**config.mk**
```make
export PLATFORM = sky130hd
export DESIGN_NAME = lw_sha_regif_fifo_flat
export DESIGN_NICKNAME = d
export VERILOG_FILES = /design/src/rtl/lw_sha_regif_pkg.sv /design/src/rtl/lw_sha_regif_fifo_if.sv /design/src/rtl/lw_sha_word_fifo.sv /design/src/rtl/lw_sha_regif_fifo.sv /design/src/flat_wrapper.sv
export SDC_FILE = /design/constraint.sdc
export NUM_CORES = 1
export LEC_CHECK = 0
export ABC_AREA = 0
export CAP_MARGIN = 10
export CORE_AREA = 2 2 289 291
export DETAILED_ROUTE_END_ITERATION = 6
export DIE_AREA = 0 0 291 293
export GPL_TIMING_DRIVEN = 0
export PLACE_DENSITY_LB_ADDON = 0.3
export SLEW_MARGIN = 25
export SYNTH_ARGS = -nofsm -noshare
export SYNTH_HDL_FRONTEND = slang
export SYNTH_SLANG_ARGS = --single-unit
```
**constraint.sdc**
```tcl
create_clock -name clk_i -period 7.1 [get_ports clk_i]
set_input_delay 1.775 -clock clk_i [delete_from_list [all_inputs] [get_ports clk_i]]
set_output_delay 1.775 -clock clk_i [all_outputs]
set_load 0.02 [all_outputs]
```
**src/rtl/lw_sha_regif_pkg.sv**
```systemverilog
// ---------------------------------------------------------------------------
// lw_sha_regif_pkg : address map, register bit indices and packer helper
// Revision: 1.0
// ---------------------------------------------------------------------------
`default_nettype none

package lw_sha_regif_pkg;

  localparam logic [11:0] c_addr_id      = 12'h000;
  localparam logic [11:0] c_addr_cfg     = 12'h010;
  localparam logic [11:0] c_addr_ctl     = 12'h020;
  localparam logic [11:0] c_addr_sts     = 12'h030;
  localparam logic [11:0] c_addr_ie      = 12'h040;
  localparam logic [11:0] c_addr_hash_lo = 12'h100;
  localparam logic [11:0] c_addr_din     = 12'h140;
  localparam logic [11:0] c_addr_key     = 12'h150;

  localparam int c_cfg_srst   = 31;
  localparam int c_cfg_wide_a = 1;
  localparam int c_cfg_wide_b = 2;

  localparam int c_ctl_start = 0;
  localparam int c_ctl_last  = 1;
  localparam int c_ctl_abort = 2;

  localparam int c_sts_done     = 0;
  localparam int c_sts_ready    = 1;
  localparam int c_sts_ovf      = 2;
  localparam int c_sts_core_rdy = 3;
  localparam int c_sts_fault    = 4;
  localparam int c_sts_empty    = 5;

  localparam logic [4:0] c_irq_mask = 5'b10101;

  typedef struct packed {
    logic fault;
    logic ovf;
    logic done;
  } sts_sticky_t;

  function automatic int unsigned beats_per_word(input int unsigned bus_dw,
                                                 input int unsigned word_size,
                                                 input logic        wide_req);
    return (word_size == 64 && bus_dw == 32 && wide_req) ? 2 : 1;
  endfunction

endpackage

`default_nettype wire

```
**src/rtl/lw_sha_regif_fifo_if.sv**
```systemverilog
// ---------------------------------------------------------------------------
// lw_sha_regif_fifo_if : bus-side register port plus data/key streams to core
// Revision: 1.0
// ---------------------------------------------------------------------------
`default_nettype none

interface lw_sha_regif_fifo_if #(
  parameter int BUS_DW    = 32,
  parameter int WORD_SIZE = 64
) ();

  logic                 wr_i;
  logic [11:0]          waddr_i;
  logic [BUS_DW-1:0]    wdata_i;
  logic                 wr_ack_o;
  logic                 rd_i;
  logic [11:0]          raddr_i;
  logic [BUS_DW-1:0]    rdata_o;
  logic                 read_valid_o;
  logic                 slv_error_o;

  logic [WORD_SIZE-1:0] data_o;
  logic                 valid_o;
  logic                 ready_i;
  logic [WORD_SIZE-1:0] key_o;
  logic                 key_valid_o;
  logic                 key_ready_i;

  modport slave (
    input  wr_i, waddr_i, wdata_i, rd_i, raddr_i, ready_i, key_ready_i,
    output wr_ack_o, rdata_o, read_valid_o, slv_error_o,
           data_o, valid_o, key_o, key_valid_o
  );

  modport master (
    output wr_i, waddr_i, wdata_i, rd_i, raddr_i, ready_i, key_ready_i,
    input  wr_ack_o, rdata_o, read_valid_o, slv_error_o,
           data_o, valid_o, key_o, key_valid_o
  );

endinterface

`default_nettype wire

```
**src/rtl/lw_sha_word_fifo.sv**
```systemverilog
// ---------------------------------------------------------------------------
// lw_sha_word_fifo : power-of-2 word FIFO with level count and sync flush
// Revision: 1.0
// ---------------------------------------------------------------------------
`default_nettype none

module lw_sha_word_fifo #(
  parameter int WIDTH = 64,
  parameter int DEPTH = 4
) (
  input  logic                    clk_i,
  input  logic                    resetn_i,
  input  logic                    flush_i,
  input  logic                    push_i,
  input  logic [WIDTH-1:0]        data_i,
  output logic                    full_o,
  input  logic                    pop_i,
  output logic [WIDTH-1:0]        data_o,
  output logic                    empty_o,
  output logic [$clog2(DEPTH):0]  level_o
);

  localparam int c_aw = $clog2(DEPTH);

  logic [WIDTH-1:0] r_mem [DEPTH];
  logic [c_aw-1:0]  r_wr_ptr;
  logic [c_aw-1:0]  r_rd_ptr;
  logic [c_aw:0]    r_level;

  logic w_pop;
  logic w_push;

  assign empty_o = (r_level == '0);
  assign full_o  = (r_level == (c_aw + 1)'(DEPTH));
  assign w_pop   = pop_i & ~empty_o;
  // A push at full is taken only when the same cycle frees a slot.
  assign w_push  = push_i & (~full_o | w_pop);
  assign level_o = r_level;
  assign data_o  = empty_o ? '0 : r_mem[r_rd_ptr];

  always_ff @(posedge clk_i or negedge resetn_i) begin
    if (!resetn_i) begin
      r_wr_ptr <= '0;
      r_rd_ptr <= '0;
      r_level  <= '0;
    end else if (flush_i) begin
      r_wr_ptr <= '0;
      r_rd_ptr <= '0;
      r_level  <= '0;
    end else begin
      if (w_push) r_wr_ptr <= r_wr_ptr + 1'b1;
      if (w_pop)  r_rd_ptr <= r_rd_ptr + 1'b1;
      case ({w_push, w_pop})
        2'b10:   r_level <= r_level + 1'b1;
        2'b01:   r_level <= r_level - 1'b1;
        default: r_level <= r_level;
      endcase
    end
  end

  always_ff @(posedge clk_i) begin
    if (w_push && !flush_i) r_mem[r_wr_ptr] <= data_i;
  end

endmodule

`default_nettype wire

```
**src/rtl/lw_sha_regif_fifo.sv**
```systemverilog
// ---------------------------------------------------------------------------
// lw_sha_regif_fifo : bus register interface, DIN/KEY packers and data FIFO
// Revision: 1.0
// ---------------------------------------------------------------------------
`default_nettype none

module lw_sha_regif_fifo
  import lw_sha_regif_pkg::*;
#(
  parameter int          BUS_DW     = 32,
  parameter int          WORD_SIZE  = 64,
  parameter int          FIFO_DEPTH = 4,
  parameter logic [31:0] ID_VAL     = 32'h0
) (
  input  logic                     clk_i,
  input  logic                     resetn_i,
  lw_sha_regif_fifo_if.slave       bus,
  input  logic [8*WORD_SIZE-1:0]   hash_i,
  input  logic                     done_i,
  input  logic                     core_ready_i,
  input  logic                     fault_inj_det_i,
  output logic                     start_o,
  output logic                     abort_o,
  output logic                     last_o,
  output logic [3:0]               opcode_o,
  output logic                     core_reset_o,
  output logic                     irq_o
);

  localparam int c_lvl_w      = $clog2(FIFO_DEPTH) + 1;
  localparam int c_idx_lsb    = $clog2(BUS_DW / 8);
  localparam int c_idx_w      = 6 - c_idx_lsb;
  localparam int c_hash_words = (8 * WORD_SIZE) / BUS_DW;
  localparam int c_hi_shift   = WORD_SIZE - BUS_DW;

  logic                 r_srst;
  logic [4:0]           r_cfg_mid;
  logic [3:0]           r_cfg_op;
  logic                 r_start_pend;
  logic                 r_last;
  logic                 r_abort;
  logic [2:0]           r_ie;
  sts_sticky_t          r_sticky;
  logic                 r_din_phase;
  logic                 r_key_phase;
  logic [WORD_SIZE-1:0] r_din_hi;
  logic [WORD_SIZE-1:0] r_key_hi;
  logic [WORD_SIZE-1:0] r_key;
  logic                 r_key_valid;
  logic [BUS_DW-1:0]    r_rdata;
  logic                 r_rvalid;
  logic                 r_slverr;
  logic                 r_irq;

  logic                 w_wr_ok, w_wr_cfg, w_wr_ctl, w_wr_sts, w_wr_ie, w_wr_din, w_wr_key;
  logic                 w_abort, w_flush, w_wide;
  logic [WORD_SIZE-1:0] w_beat_word, w_hi_word, w_fifo_wdata, w_key_word;
  logic                 w_fifo_full, w_fifo_empty, w_fifo_pop, w_fifo_push;
  logic [c_lvl_w-1:0]   w_fifo_level;
  logic                 w_din_take, w_din_ovf, w_key_take, w_key_ovf;
  sts_sticky_t          w_sticky_nxt;
  logic [31:0]          w_sts, w_reg32;
  logic [4:0]           w_irq_src, w_ie5;
  logic [c_idx_w-1:0]   w_hash_idx;
  logic [BUS_DW-1:0]    w_hash_sel, w_rd_val;
  logic                 w_rd_err;

  // Bus writes landing in the soft-reset cycle are dropped.
  assign w_wr_ok  = bus.wr_i & ~r_srst;
  assign w_wr_cfg = w_wr_ok & (bus.waddr_i == c_addr_cfg);
  assign w_wr_ctl = w_wr_ok & (bus.waddr_i == c_addr_ctl);
  assign w_wr_sts = w_wr_ok & (bus.waddr_i == c_addr_sts);
  assign w_wr_ie  = w_wr_ok & (bus.waddr_i == c_addr_ie);
  assign w_wr_din = w_wr_ok & (bus.waddr_i == c_addr_din);
  assign w_wr_key = w_wr_ok & (bus.waddr_i == c_addr_key);

  assign w_abort = w_wr_ctl & bus.wdata_i[c_ctl_abort];
  assign w_flush = r_srst | w_abort;
  assign w_wide  = (beats_per_word(BUS_DW, WORD_SIZE,
                                   r_cfg_op[c_cfg_wide_a] | r_cfg_op[c_cfg_wide_b]) == 2);

  assign w_beat_word = WORD_SIZE'(bus.wdata_i);
  assign w_hi_word   = w_beat_word << c_hi_shift;

  assign w_fifo_pop   = bus.ready_i & ~w_fifo_empty;
  assign w_din_take   = w_wr_din & (~w_fifo_full | w_fifo_pop);
  assign w_din_ovf    = w_wr_din & w_fifo_full & ~w_fifo_pop;
  assign w_fifo_push  = w_din_take & (~w_wide | r_din_phase);
  assign w_fifo_wdata = w_wide ? (r_din_hi | w_beat_word) : w_beat_word;

  assign w_key_take = w_wr_key & (~r_key_valid | bus.key_ready_i);
  assign w_key_ovf  = w_wr_key & r_key_valid & ~bus.key_ready_i;
  assign w_key_word = w_wide ? (r_key_hi | w_beat_word) : w_beat_word;

  lw_sha_word_fifo #(
    .WIDTH (WORD_SIZE),
    .DEPTH (FIFO_DEPTH)
  ) u_fifo (
    .clk_i    (clk_i),
    .resetn_i (resetn_i),
    .flush_i  (w_flush),
    .push_i   (w_fifo_push),
    .data_i   (w_fifo_wdata),
    .full_o   (w_fifo_full),
    .pop_i    (bus.ready_i),
    .data_o   (bus.data_o),
    .empty_o  (w_fifo_empty),
    .level_o  (w_fifo_level)
  );

  // Explicit set events override a same-cycle write-1-to-clear.
  always_comb begin
    w_sticky_nxt = r_sticky;
    if (w_wr_sts) begin
      if (bus.wdata_i[c_sts_done])  w_sticky_nxt.done  = 1'b0;
      if (bus.wdata_i[c_sts_ovf])   w_sticky_nxt.ovf   = 1'b0;
      if (bus.wdata_i[c_sts_fault]) w_sticky_nxt.fault = 1'b0;
    end
    if (done_i)                 w_sticky_nxt.done  = 1'b1;
    if (w_din_ovf | w_key_ovf)  w_sticky_nxt.ovf   = 1'b1;
    if (fault_inj_det_i)        w_sticky_nxt.fault = 1'b1;
  end

  assign w_sts = {16'h0, 8'(w_fifo_level), 2'b00, w_fifo_empty, r_sticky.fault,
                  core_ready_i, r_sticky.ovf, ~w_fifo_full, r_sticky.done};
  assign w_irq_src = {r_sticky.fault, 1'b0, r_sticky.ovf, 1'b0, r_sticky.done};
  assign w_ie5     = {r_ie[2], 1'b0, r_ie[1], 1'b0, r_ie[0]};

  always_ff @(posedge clk_i or negedge resetn_i) begin
    if (!resetn_i) begin
      r_srst       <= 1'b0;
      r_cfg_mid    <= '0;
      r_cfg_op     <= '0;
      r_start_pend <= 1'b0;
      r_last       <= 1'b0;
      r_abort      <= 1'b0;
      r_ie         <= '0;
      r_sticky     <= '0;
      r_irq        <= 1'b0;
      r_din_phase  <= 1'b0;
      r_key_phase  <= 1'b0;
      r_din_hi     <= '0;
      r_key_hi     <= '0;
      r_key        <= '0;
      r_key_valid  <= 1'b0;
    end else if (r_srst) begin
      r_srst       <= 1'b0;
      r_cfg_mid    <= '0;
      r_cfg_op     <= '0;
      r_start_pend <= 1'b0;
      r_last       <= 1'b0;
      r_abort      <= 1'b0;
      r_ie         <= '0;
      r_sticky     <= '0;
      r_irq        <= 1'b0;
      r_din_phase  <= 1'b0;
      r_key_phase  <= 1'b0;
      r_key        <= '0;
      r_key_valid  <= 1'b0;
    end else begin
      if (w_wr_cfg) begin
        r_srst    <= bus.wdata_i[c_cfg_srst];
        r_cfg_mid <= bus.wdata_i[12:8];
        r_cfg_op  <= bus.wdata_i[3:0];
      end
      if (w_wr_ie)
        r_ie <= {bus.wdata_i[c_sts_fault], bus.wdata_i[c_sts_ovf], bus.wdata_i[c_sts_done]};
      r_sticky <= w_sticky_nxt;
      r_irq    <= |(w_irq_src & w_ie5 & c_irq_mask);
      r_abort  <= w_abort;

      if (w_abort) begin
        r_start_pend <= 1'b0;
        r_last       <= 1'b0;
        r_din_phase  <= 1'b0;
        r_key_phase  <= 1'b0;
        r_key_valid  <= 1'b0;
      end else begin
        if (w_wr_ctl && bus.wdata_i[c_ctl_start]) r_start_pend <= 1'b1;
        else if (start_o)                          r_start_pend <= 1'b0;

        if (w_wr_ctl && bus.wdata_i[c_ctl_last]) r_last <= 1'b1;
        else if (done_i)                          r_last <= 1'b0;

        if (w_din_take) begin
          if (w_wide && !r_din_phase) begin
            r_din_hi    <= w_hi_word;
            r_din_phase <= 1'b1;
          end else begin
            r_din_phase <= 1'b0;
          end
        end

        if (r_key_valid && bus.key_ready_i) r_key_valid <= 1'b0;
        if (w_key_take) begin
          if (w_wide && !r_key_phase) begin
            r_key_hi    <= w_hi_word;
            r_key_phase <= 1'b1;
          end else begin
            r_key       <= w_key_word;
            r_key_valid <= 1'b1;
            r_key_phase <= 1'b0;
          end
        end
      end
    end
  end

  assign w_hash_idx = bus.raddr_i[5:c_idx_lsb];

  always_comb begin
    w_hash_sel = '0;
    for (int i = 0; i < c_hash_words; i++) begin
      if (w_hash_idx == c_idx_w'(i)) w_hash_sel = hash_i[i*BUS_DW +: BUS_DW];
    end
  end

  always_comb begin
    w_reg32  = 32'h0;
    w_rd_err = 1'b0;
    w_rd_val = '0;
    if (bus.raddr_i[11:6] == c_addr_hash_lo[11:6]) begin
      w_rd_val = w_hash_sel;
    end else begin
      case (bus.raddr_i)
        c_addr_id:  w_reg32 = ID_VAL;
        c_addr_cfg: w_reg32 = {r_srst, 18'h0, r_cfg_mid, 4'h0, r_cfg_op};
        c_addr_ctl: w_reg32 = {29'h0, r_abort, r_last, r_start_pend};
        c_addr_sts: w_reg32 = w_sts;
        c_addr_ie:  w_reg32 = {27'h0, w_ie5};
        c_addr_din, c_addr_key: w_reg32 = 32'h0;
        default:    w_rd_err = 1'b1;
      endcase
      w_rd_val = BUS_DW'(w_reg32);
    end
  end

  always_ff @(posedge clk_i or negedge resetn_i) begin
    if (!resetn_i) begin
      r_rdata  <= '0;
      r_rvalid <= 1'b0;
      r_slverr <= 1'b0;
    end else begin
      r_rvalid <= bus.rd_i;
      r_slverr <= bus.rd_i & w_rd_err;
      if (bus.rd_i) r_rdata <= w_rd_val;
    end
  end

  assign bus.wr_ack_o     = ~w_fifo_full;
  assign bus.valid_o      = ~w_fifo_empty;
  assign bus.key_o        = r_key;
  assign bus.key_valid_o  = r_key_valid;
  assign bus.rdata_o      = r_rdata;
  assign bus.read_valid_o = r_rvalid;
  assign bus.slv_error_o  = r_slverr;

  assign start_o      = r_start_pend & core_ready_i & ~r_srst;
  assign abort_o      = r_abort;
  assign last_o       = r_last;
  assign opcode_o     = r_cfg_op;
  assign core_reset_o = ~r_srst;
  assign irq_o        = r_irq;

endmodule

`default_nettype wire

```
**src/flat_wrapper.sv**
```systemverilog
// flat-port wrapper written by rule: the top's interface ports become plain ports
module lw_sha_regif_fifo_flat import lw_sha_regif_pkg::*;
#(
  parameter int          BUS_DW     = 32,
  parameter int          WORD_SIZE  = 64,
  parameter int          FIFO_DEPTH = 4,
  parameter logic [31:0] ID_VAL     = 32'h0
)
  (clk_i, resetn_i, hash_i, done_i, core_ready_i, fault_inj_det_i, start_o, abort_o, last_o, opcode_o, core_reset_o, irq_o, bus_wr_i, bus_waddr_i, bus_wdata_i, bus_rd_i, bus_raddr_i, bus_ready_i, bus_key_ready_i, bus_wr_ack_o, bus_rdata_o, bus_read_valid_o, bus_slv_error_o, bus_data_o, bus_valid_o, bus_key_o, bus_key_valid_o);
  lw_sha_regif_fifo_if #(.BUS_DW(BUS_DW), .WORD_SIZE(WORD_SIZE)) bus_i ();
  input  logic clk_i;
  input  logic resetn_i;
  input  logic [8*WORD_SIZE-1:0] hash_i;
  input  logic done_i;
  input  logic core_ready_i;
  input  logic fault_inj_det_i;
  output logic start_o;
  output logic abort_o;
  output logic last_o;
  output logic [3:0] opcode_o;
  output logic core_reset_o;
  output logic irq_o;
  input wire logic [$bits(bus_i.wr_i)-1:0] bus_wr_i;
  input wire logic [$bits(bus_i.waddr_i)-1:0] bus_waddr_i;
  input wire logic [$bits(bus_i.wdata_i)-1:0] bus_wdata_i;
  input wire logic [$bits(bus_i.rd_i)-1:0] bus_rd_i;
  input wire logic [$bits(bus_i.raddr_i)-1:0] bus_raddr_i;
  input wire logic [$bits(bus_i.ready_i)-1:0] bus_ready_i;
  input wire logic [$bits(bus_i.key_ready_i)-1:0] bus_key_ready_i;
  output wire logic [$bits(bus_i.wr_ack_o)-1:0] bus_wr_ack_o;
  output wire logic [$bits(bus_i.rdata_o)-1:0] bus_rdata_o;
  output wire logic [$bits(bus_i.read_valid_o)-1:0] bus_read_valid_o;
  output wire logic [$bits(bus_i.slv_error_o)-1:0] bus_slv_error_o;
  output wire logic [$bits(bus_i.data_o)-1:0] bus_data_o;
  output wire logic [$bits(bus_i.valid_o)-1:0] bus_valid_o;
  output wire logic [$bits(bus_i.key_o)-1:0] bus_key_o;
  output wire logic [$bits(bus_i.key_valid_o)-1:0] bus_key_valid_o;
  assign bus_i.wr_i = bus_wr_i;
  assign bus_i.waddr_i = bus_waddr_i;
  assign bus_i.wdata_i = bus_wdata_i;
  assign bus_i.rd_i = bus_rd_i;
  assign bus_i.raddr_i = bus_raddr_i;
  assign bus_i.ready_i = bus_ready_i;
  assign bus_i.key_ready_i = bus_key_ready_i;
  assign bus_wr_ack_o = bus_i.wr_ack_o;
  assign bus_rdata_o = bus_i.rdata_o;
  assign bus_read_valid_o = bus_i.read_valid_o;
  assign bus_slv_error_o = bus_i.slv_error_o;
  assign bus_data_o = bus_i.data_o;
  assign bus_valid_o = bus_i.valid_o;
  assign bus_key_o = bus_i.key_o;
  assign bus_key_valid_o = bus_i.key_valid_o;
  lw_sha_regif_fifo #(.BUS_DW(BUS_DW), .WORD_SIZE(WORD_SIZE), .FIFO_DEPTH(FIFO_DEPTH), .ID_VAL(ID_VAL)) u_core (.clk_i(clk_i), .resetn_i(resetn_i), .bus(bus_i), .hash_i(hash_i), .done_i(done_i), .core_ready_i(core_ready_i), .fault_inj_det_i(fault_inj_det_i), .start_o(start_o), .abort_o(abort_o), .last_o(last_o), .opcode_o(opcode_o), .core_reset_o(core_reset_o), .irq_o(irq_o));
endmodule
```
==> impl_metrics.ini <==
[status]
outcome = finished with violations
failed_checks = design-rule violations

[cells_and_area]
area_growth_pct = 47.5
instances_no_fill = 3808
nNetsFinal = 3240
drive_gt1_share_pct = 11.3

[sta]
max_freq_mhz = 172
fin_hold_ws_ps = 476
rsz0062_at_grt = false
post-route-period-util_pct = 81.9
setup_viol = 0
skew_ps = 29.0
worstMarginPinSlew_ps = 1170
slew_headroom_pct = 21.9
hold_violations = 0
min_period_ps = 5820
slew_violations = 0

[critical_path]
worst_ep_required_time_ps = 7590
crit_arrival_ps = 6300
criticalPathCategory = in2reg
start_kind = input port
endpoint_kind = flip-flop
cp_max_fo = 10

[flow_run]
maxCapViolations = 0

[placed_design]
place_inst = 3678
port-buffer-count = 749
gp_congestion = 0.994
hpwl_mm = 118

[clock_tree]
postCtsResizedCells = 0
cts.htree.levels = 2
cts_root_buffer = clkbuf_16
ctsHoldBuffers = 0
cts.sinks = 448
cts_buffers = 48
clockBufferDepth = 3
clkTransAtPathRegs_ps = 80
cts_tree = done
clk_latency_ps = 610
cts_setup_buffers = 0

[detailed_routing]
postRouteAntennaNets = 0
drt-met1-wl_mm = 52.5
route.met3.wl_mm = 12.4
wl_per_cell_um = 38.6
route.met2.wl_mm = 70.5
drtIter0Drc = 2438
first_pass_iters = 7
wirelength_mm = 147
vias_per_cell = 5.70
maxUsedRoutingLayer = met5
vias = 21700
remaining_drc_errors = 2

[yosys]
synth_edf_count = 256
yosysUniqueCellTypes = 77
postSynthCellCount = 1853
synth.most_common_cell = edfxtp_1
ys_warn_count = 0
syn_area_mm2 = 0.0226
async_flop_share_pct = 42.9
netlist.area_leader.share_pct = 34.0
ys.flop_type = edfxtp_1
ys_seq_area_share_pct = 55.2
netlist_top_cells_area = edfxtp_1, dfrtp_1, mux4_2, nand2_1, o21ai_0
syn_avg_cell_area_um2 = 12.2
synth_common_cells = edfxtp_1, dfrtp_1, nand2_1, o21ai_0, nor2_1
yosysTopAreaCell = edfxtp_1
synth_nets = 2435
ys_seq_elements = 448

[floorplan]
placementRows = 105
die_y_um = 293
io_pins = 751
start_util_pct = 27.7
dieArea_mm2 = 0.0853
core_area_mm2 = 0.0818
dieWidth_um = 291

[pwr]
peakVddDrop_mv = 0.163
p_per_area_mw_per_mm2 = 228
p_leak_nw = 12.7

[global_routing]
grt_pass1_vias = 21800
grt_pass1_wl_mm = 194
antenna_found_initial = 66
grt_max_degree = 83
grt_remaining_overflow = 0
track_usage_pct = 33.6

[min_path]
hold_path_class = reg2reg
==> worst max-delay path: stages <==
cell and delay, ps:
clkdlybuf4s50_1 680, buf_2 460, buf_2 570, clkbuf_1 700, nand3_1 760, nor2_1 930
nor3_1 100, a221o_1 290
==> stage by stage <==
step	instance area, um^2	total power [mW]	TNS (ps)	worst slack, ps	util (%)
after detailed placement	31700	5.09	0	976	38.7
after global placement	31500	5.08	-860300	-4490	38.4
final	33400	7.61	0	1280	40.8
after global routing	33400	7.85	0	1380	40.8
after CTS	33300	7.65	0	1570	40.7
after floorplan	22600	3.88	0	2220	-
==> cell families (layout without fill, tap and decap cells) <==
group                    Yosys count  after routing  share of synthesized area [%]
AO/OA/AOI/OAI                    497            497                           14.8
buffers and inverters            170           1015                           3.16
AND/OR/NAND/NOR                  497            497                           10.8
XOR/XNOR                           5              5                          0.194
other                              0             40                              0
flip-flops                       448            448                           55.2
multiplexers                     231            231                           15.5
adder cells (fa/ha/maj)            5              5                          0.310
==> cell type report <==
cell class | instances | area [um^2]
Antenna cell | 40 | 100
Buffer | 157 | 671
Clock buffer | 62 | 1320
Clock inverter | 28 | 297
Fill cell | 7812 | 48500
Inverter | 13 | 48.8
Multi-Input combinational cell | 1235 | 9460
Sequential cell | 448 | 12500
Tap cell | 1070 | 1340
Timing Repair Buffer | 755 | 7660
==> state kept, by name, summed over array words and instances (netlist names), 2 cells and up <==
register and count:
u_core.u_fifo.level_o 3, u_core.r_cfg_mid 5, u_core.bus.rdata_o 32, u_core.r_key_hi 32
u_core.r_sticky 3, u_core.r_din_hi 32, u_core.r_ie 3, u_core.u_fifo.r_wr_ptr 2
u_core.bus.key_o 64, u_core.opcode_o 4, u_core.u_fifo.r_rd_ptr 2, u_core.u_fifo.r_mem 256
==> power by group <==
| part | internal (mW) | total, mW | switching (mW) |
|---|---|---|---|
| clock | 1.45 | 2.56 | 1.11 |
| combinational | 1.04 | 2.25 | 1.22 |
| sequential | 2.77 | 2.80 | 0.0268 |
==> worst paths after layout <==
check,start,end,slack [ps],cells past startpoint
max,bus_raddr_i[2],u_core.bus.rdata_o[26]$_DFFE_PN0P_,1280,8
min,u_core.r_din_hi[47]$_DFFE_PN0P_,u_core.r_din_hi[47]$_DFFE_PN0P_,480,1
max reg2reg,u_core.r_srst$_DFF_PN0_,u_core.u_fifo.r_mem[1][50]$_DFFE_PP_,3570,6
min reg2reg,u_core.r_din_hi[47]$_DFFE_PN0P_,u_core.r_din_hi[47]$_DFFE_PN0P_,480,1
max in group asynchronous,resetn_i,u_core.bus.key_o[11]$_DFFE_PN0P_,5190,2
min in group asynchronous,resetn_i,u_core.bus.key_o[30]$_DFFE_PN0P_,1090,1
==> placed cells by master (no fill, tap or decap), drive strengths merged, types with 20 or more instances in the layout <==
cell type and instances:
a21oi 96, a221oi 20, a22o 37, and2 73, buf 74, clkbuf 152, clkdlybuf4s50 748, dfrtp 192
diode 40, edfxtp 256, mux2 88, mux2i 56, mux4 87, nand2 168, nor2 112, nor2b 49
nor3 24, o21ai 126, o221ai 22, o22ai 30
==> metal layers <==
layer  vias up  global-route usage [%]
li1       8772                       -
met1     11100                    38.4
met2      1391                    56.9
met3       371                    7.44
met4        22                    21.9
met5         -                       0
No activity file was read; power rests on OpenSTA's default activity.
